### config.mk
export PLATFORM = sky130hd
export DESIGN_NAME = sli_seq_ctrl
export DESIGN_NICKNAME = d
export VERILOG_FILES = /design/src/rtl/sli_seq_ctrl.sv
export SDC_FILE = /design/constraint.sdc
export NUM_CORES = 1
export LEC_CHECK = 0
export ABC_AREA = 1
export BUFFER_PORTS_ARGS = -buffer_cell sky130_fd_sc_hd__buf_4
export CORE_MARGIN = 4
export CORE_UTILIZATION = 40
export CTS_BUF_LIST = sky130_fd_sc_hd__clkbuf_8
export DETAILED_ROUTE_END_ITERATION = 6
export GPL_ROUTABILITY_DRIVEN = 0
export HOLD_SLACK_MARGIN = 0.02
export PLACE_DENSITY = 0.62
export SKIP_CTS_REPAIR_TIMING = 1
export SLEW_MARGIN = 20
export SYNTH_ARGS = -nofsm -noshare
export SYNTH_HDL_FRONTEND = slang
export SYNTH_SLANG_ARGS = --single-unit
### constraint.sdc
create_clock -name clk -period 3 [get_ports clk]
set_clock_uncertainty 0.1 [all_clocks]
set_input_delay 0.3 -clock clk [delete_from_list [all_inputs] [get_ports clk]]
set_output_delay 0.3 -clock clk [all_outputs]
set_load 0.005 [all_outputs]
### src/rtl/sli_seq_ctrl.sv
// Structured-light pattern sequencer: owns frq/fra, ready credits and the camera trigger pulse.
// Define SEQ_LOOP_EN to wrap the sequence forever; otherwise it parks in DONE after the last frame.
module sli_seq_ctrl #(
    parameter int NUM_FRA  = 8,
    parameter int NUM_FRQ  = 4,
    parameter int CRED_W   = 4,
    parameter int TRIG_LEN = 16
) (
    input  logic              clk,
    input  logic              rst,
    input  logic              in_vsync,
    input  logic              rdy,
    input  logic              mode,
    input  logic              ori_sel,
    output logic [1:0]        frq,
    output logic [2:0]        fra,
    output logic              ori,
    output logic              hold,
    output logic              trig,
    output logic              f_frm,
    output logic              seq_done,
    output logic [CRED_W-1:0] credits
);
    typedef enum logic [1:0] {IDLE = 2'd0, RUN = 2'd1, DONE = 2'd2} state_t;

    localparam logic [2:0]        FRA_LAST  = 3'(NUM_FRA - 1);
    localparam logic [1:0]        FRQ_LAST  = 2'(NUM_FRQ - 1);
    localparam logic [CRED_W-1:0] CRED_MAX  = {CRED_W{1'b1}};
    localparam logic [CRED_W-1:0] CRED_ZERO = {CRED_W{1'b0}};
    localparam logic [CRED_W-1:0] CRED_ONE  = {{(CRED_W-1){1'b0}}, 1'b1};
    localparam logic [7:0]        TRIG_INIT = 8'(TRIG_LEN);

    logic              rst_meta_q, rst_hold_q;
    logic              rdy_s1_q, rdy_s2_q, rdy_s3_q;
    logic              ori_s1_q, ori_s2_q;
    logic              vs_q;
    state_t            state_q, state_d;
    logic [1:0]        frq_q, frq_d;
    logic [2:0]        fra_q, fra_d;
    logic              ori_q, ori_d;
    logic              hold_q, hold_d;
    logic              done_q, done_d;
    logic [CRED_W-1:0] credits_q, credits_d;
    logic [7:0]        trig_cnt_q, trig_cnt_d;
    logic              trig_q, trig_d;
    logic              rdy_rise_s, vs_rise_s, restart_s, adv_s, fire_s;

    assign rdy_rise_s = rdy_s2_q & ~rdy_s3_q;
    assign vs_rise_s  = in_vsync & ~vs_q;

    // Reset release is held off for two clocks so the controller leaves reset synchronously.
    always_ff @(posedge clk or posedge rst) begin
        if (rst) begin
            rst_meta_q <= 1'b1;
            rst_hold_q <= 1'b1;
        end else begin
            rst_meta_q <= 1'b0;
            rst_hold_q <= rst_meta_q;
        end
    end

    // Input synchronisers and edge-detect history.
    always_ff @(posedge clk or posedge rst) begin
        if (rst) begin
            rdy_s1_q <= 1'b0;
            rdy_s2_q <= 1'b0;
            rdy_s3_q <= 1'b0;
            ori_s1_q <= 1'b0;
            ori_s2_q <= 1'b0;
            vs_q     <= 1'b0;
        end else begin
            rdy_s1_q <= rdy;
            rdy_s2_q <= rdy_s1_q;
            rdy_s3_q <= rdy_s2_q;
            ori_s1_q <= ori_sel;
            ori_s2_q <= ori_s1_q;
            vs_q     <= in_vsync;
        end
    end

    // Sequencer next state: indices, orientation, credits and trigger counter.
    always_comb begin
        state_d   = state_q;
        frq_d     = frq_q;
        fra_d     = fra_q;
        ori_d     = ori_q;
        hold_d    = hold_q;
        done_d    = done_q;
        restart_s = 1'b0;
        adv_s     = 1'b0;
        fire_s    = 1'b0;
        case (state_q)
            IDLE: begin
                frq_d  = 2'd0;
                fra_d  = 3'd0;
                hold_d = 1'b1;
                done_d = 1'b0;
                if (vs_rise_s && mode) begin
                    state_d = RUN;
                    ori_d   = ori_s2_q;
                    hold_d  = 1'b0;
                    fire_s  = 1'b1;
                end else begin
                    state_d = IDLE;
                end
            end
            RUN, DONE: begin
                if (!vs_rise_s) begin
                    state_d = state_q;
                end else if (!mode) begin
                    state_d = IDLE;
                    frq_d   = 2'd0;
                    fra_d   = 3'd0;
                    hold_d  = 1'b1;
                    done_d  = 1'b0;
                end else if (ori_s2_q != ori_q) begin
                    restart_s = 1'b1;
                    state_d   = RUN;
                    ori_d     = ori_s2_q;
                    frq_d     = 2'd0;
                    fra_d     = 3'd0;
                    hold_d    = 1'b1;
                    done_d    = 1'b0;
                    fire_s    = 1'b1;
                end else if (state_q == DONE) begin
                    state_d = DONE;
                end else if ((credits_q != CRED_ZERO) || rdy_rise_s) begin
                    adv_s  = 1'b1;
                    hold_d = 1'b0;
                    fire_s = 1'b1;
                    if (fra_q != FRA_LAST) begin
                        fra_d = fra_q + 3'd1;
                    end else if (frq_q != FRQ_LAST) begin
                        fra_d = 3'd0;
                        frq_d = frq_q + 2'd1;
                    end else begin
`ifdef SEQ_LOOP_EN
                        fra_d = 3'd0;
                        frq_d = 2'd0;
`else
                        state_d = DONE;
                        hold_d  = 1'b1;
                        done_d  = 1'b1;
                        fire_s  = 1'b0;
`endif
                    end
                end else begin
                    hold_d = 1'b1;
                end
            end
            default: begin
                state_d = IDLE;
                frq_d   = 2'd0;
                fra_d   = 3'd0;
                hold_d  = 1'b1;
                done_d  = 1'b0;
            end
        endcase

        // A ready edge that coincides with an advance is consumed by it, even at zero credits.
        if ((state_q == IDLE) || (state_d == IDLE) || restart_s) begin
            credits_d = CRED_ZERO;
        end else if (adv_s && !rdy_rise_s) begin
            credits_d = credits_q - CRED_ONE;
        end else if (!adv_s && rdy_rise_s && (credits_q != CRED_MAX)) begin
            credits_d = credits_q + CRED_ONE;
        end else begin
            credits_d = credits_q;
        end

        if (!mode || (state_d != RUN)) begin
            trig_cnt_d = 8'd0;
        end else if (fire_s) begin
            trig_cnt_d = TRIG_INIT;
        end else if (trig_cnt_q != 8'd0) begin
            trig_cnt_d = trig_cnt_q - 8'd1;
        end else begin
            trig_cnt_d = 8'd0;
        end
        trig_d = (trig_cnt_d != 8'd0);

        if (rst_hold_q) begin
            state_d    = IDLE;
            frq_d      = 2'd0;
            fra_d      = 3'd0;
            ori_d      = 1'b0;
            hold_d     = 1'b1;
            done_d     = 1'b0;
            credits_d  = CRED_ZERO;
            trig_cnt_d = 8'd0;
            trig_d     = 1'b0;
        end else begin
            state_d = state_d;
        end
    end

    // Sequencer state registers.
    always_ff @(posedge clk or posedge rst) begin
        if (rst) begin
            state_q    <= IDLE;
            frq_q      <= 2'd0;
            fra_q      <= 3'd0;
            ori_q      <= 1'b0;
            hold_q     <= 1'b1;
            done_q     <= 1'b0;
            credits_q  <= CRED_ZERO;
            trig_cnt_q <= 8'd0;
            trig_q     <= 1'b0;
        end else begin
            state_q    <= state_d;
            frq_q      <= frq_d;
            fra_q      <= fra_d;
            ori_q      <= ori_d;
            hold_q     <= hold_d;
            done_q     <= done_d;
            credits_q  <= credits_d;
            trig_cnt_q <= trig_cnt_d;
            trig_q     <= trig_d;
        end
    end

    assign frq      = frq_q;
    assign fra      = fra_q;
    assign ori      = ori_q;
    assign hold     = hold_q;
    assign trig     = trig_q;
    assign seq_done = done_q;
    assign credits  = credits_q;
    assign f_frm    = (frq_q == 2'd0) && (fra_q == 3'd0);

endmodule
==> results.yml <==
clock_tree:
  clock_latency_reported_for_the_late_side_of_the_worst_skew_pair_ps: 280
  ctsLongestPathBuffers: 2
  htreeDepth: 2
  cts.sink_count: 31
  cts_inserted_buffers: 5
  clk_transition_reported_paths_ps: 70
  ctsRootBufferMaster: "sky130_fd_sc_hd__clkbuf_8"
  tritoncts: "done"
worst_setup_path:
  crit_path_start_kind: "flop"
  critical_path_required_ps: 3050
  critical_path.slowest_cell: "sky130_fd_sc_hd__dfrtp_1"
  data_arrival_critical_path_ps: 2520
  crit_path_cell_trace: "inv_1, ha_1, nand3_1, nor2_2, nand2_1, inv_1, ha_1, a21oi_1, nand2_1, o211ai_1, a21oi_1"
  crit_path_end_kind: "flop"
  cp_max_fo: 6
  path_class: "flop to flop"
  critical-path-max-stage-delay_ps: 410
sta:
  final.setup.tns_ps: 0
  timing.final.setup_violations: 0
  rsz0062_at_grt: "no"
  min_period_over_period: 0.822
  final-hold-violation-count: 0
  max_clock_freq_mhz: 405
  timing.final.max_slew_violations: 0
  final.min_clock_period_ps: 2470
drt:
  viasPerCell: 4.62
  remaining_drc_errors: 0
  drt-wirelength-per-cell_um: 11.2
  first_iter_violations: 75
  wirelength_mm: 3.93
  detail_route.first_pass.iterations: 4
  ant_nets: 0
  dr_total_vias: 1623
synth:
  synth_nets: 276
  synth-seq-area-share: 0.399
  yosys.cell_types.count: 32
  synth_largest_area_cell: "sky130_fd_sc_hd__dfrtp_1"
  synth_top_cells_by_area: "sky130_fd_sc_hd__dfrtp_1, sky130_fd_sc_hd__nand2_1, sky130_fd_sc_hd__ha_1, sky130_fd_sc_hd__inv_1, sky130_fd_sc_hd__nor2_1"
  synth-warning-count: 0
  ys.flop_type: "sky130_fd_sc_hd__dfrtp_1"
  syn_avg_cell_area_um2: 7.64
  number_of_enable_type_register_cells_in_the_synthesized_netlist: 0
  number_of_synthesized_register_bits: 31
  netlist.area_leader.share: 0.358
  netlist_area_um2: 1960
  syn_inst: 256
  synth-async-reset-ratio: 1.00
floorplan:
  die_x_um: 77.9
  fp.coreArea_um2: 4720
  die_h_um: 77.9
  die_area_um2: 6070
  floorplan.initialDensity: 0.414
  floorplan.rows: 25
  ioPinCount: 20
place:
  post-place-cells: 341
  port_buffers: 19
  place.detailed.hpwl_mm: 2.93
layout:
  antenna_cells_inserted: 0
  synthToLayoutAreaGrowth_pct: 16.4
  post_route_cells_drive_above_1_share: 0.197
  fin_cells: 351
  nets: 303
power_and_ir_drop:
  power.leakage_uw: 0.00117
  clockPowerShare: 0.384
  total_switching_power_uw: 210
  cell_pwr_density_nw_per_um2: 360
  power.share.sequential: 0.533
  combinationalPowerShare: 0.083
  internal_power_uw: 610
  switching_portion_of_total_power: 0.256
  ir_worst_vdd_mv: 0.213
grt:
  globalRouteTotalUtil: 0.145
  grt_max_degree: 32
  antenna_found_initial: 0
  grt_pass1_vias: 1511
  first_pass_grt_wire_length_mm: 6.94
  grt_remaining_overflow: 0
run_status:
  status: "finished, final reports clean"
worst_hold_path:
  hp-class: "input pin to asynchronous set/reset pin"
run:
  cap_violations: 0
-- worst max-delay path: cells and delay by family, from the launching register on --
| kind | cells | cell delay, ps |
|---|---|---|
| buf+inv | 2 | 180 |
| flops | 1 | 410 |
| fa+ha+maj | 2 | 640 |
| simple gates | 4 | 510 |
| compound gates | 3 | 490 |
-- sequential cells by signal, indices dropped and copies added (netlist names), 2 cells and up --
name / flops
frq: 2
state_q: 2
trig_cnt_q: 8
fra: 3
credits: 4
-- cells in the mapped netlist, drive strengths merged (3+ instances only) --
cell type  instances
o21ai             22
dfrtp             28
nand3             19
a21oi              9
ha                13
xor2               4
nor2              44
dfstp              3
nor3               3
inv               43
nand2             56
-- final timing paths --
check	cells after the start	slack [ps]	startpoint	to
min in group clk	1	50	in_vsync	vs_q$_DFF_PP0_
worst max register to register	11	530	state_q[1]$_DFF_PP0_	credits[3]$_DFFE_PP0P_
max in group asynchronous	3	2480	rst	hold$_DFFE_PP1P_
worst max-delay path	11	530	state_q[1]$_DFF_PP0_	credits[3]$_DFFE_PP0P_
worst min register to register	0	250	ori_s1_q$_DFF_PP0_	ori_s2_q$_DFF_PP0_
worst min-delay path	3	3	rst	trig_cnt_q[3]$_DFF_PP0_
-- power groups by stage --
stage	clock network (uW)	logic, uW	registers (uW)
3_3_place_gp	0	66.1	444
5_1_grt	348	78.4	437
2_1_floorplan	0	46.5	441
3_5_place_dp	0	66.4	444
6_report	315	68.4	436
4_1_cts	324	67.1	437
-- final cells by class --
cell class                      instances  area (um2)
Fill cell                             481        2450
Multi-Input combinational cell        180        1000
Sequential cell                        31         779
Timing Repair Buffer                   22         170
Inverter                               43         161
Tap cell                               67        83.8
Clock buffer                            5        68.8
Clock inverter                          3        12.5
-- cells by family after synthesis --
kind of cell / count (synthesis) / share of synthesized area
AOI/OAI and AO/OA: 35 / 0.109
DFF: 31 / 0.399
adders and majority gates: 14 / 0.0934
and+or+nand+nor: 125 / 0.285
other: 1 / 0.00192
xor gates and xnor gates: 5 / 0.0224
buffers and inverters: 45 / 0.0902
-- layout by cell type (no fill, tap or decap), types with 6 or more instances in the layout --
cell	netlist	layout
sky130_fd_sc_hd__dfrtp_1	28	28
sky130_fd_sc_hd__ha_1	13	13
sky130_fd_sc_hd__nand3_1	18	18
sky130_fd_sc_hd__nor2_1	36	36
sky130_fd_sc_hd__nor2_2	6	6
sky130_fd_sc_hd__nand2_1	51	51
sky130_fd_sc_hd__inv_2	6	6
sky130_fd_sc_hd__inv_1	37	39
sky130_fd_sc_hd__o21ai_0	13	13
sky130_fd_sc_hd__a21oi_1	8	8
sky130_fd_sc_hd__buf_4	0	20
-- metal layers --
metal	global-route usage	share of wire
met2	0.226	0.44
met3	0.0371	0.042
met1	0.194	0.50
met5	0	0
met4	0.0524	0.016
-- stage by stage --
| step | util | power, uW | setup WS (ps) | area, um2 | hold WS [ps] |
|---|---|---|---|---|---|
| floorplan | - | 487 | 790 | 1960 | 231 |
| global placement | 0.460 | 510 | 638 | 2170 | 233 |
| detailed placement | 0.460 | 511 | 539 | 2170 | 238 |
| CTS | 0.478 | 827 | 529 | 2260 | 14.8 |
| global route | 0.482 | 864 | 321 | 2280 | 40.0 |
| finish | 0.482 | 819 | 533 | 2280 | 2.51 |
Note: power is estimated with default switching activity, not from simulation.
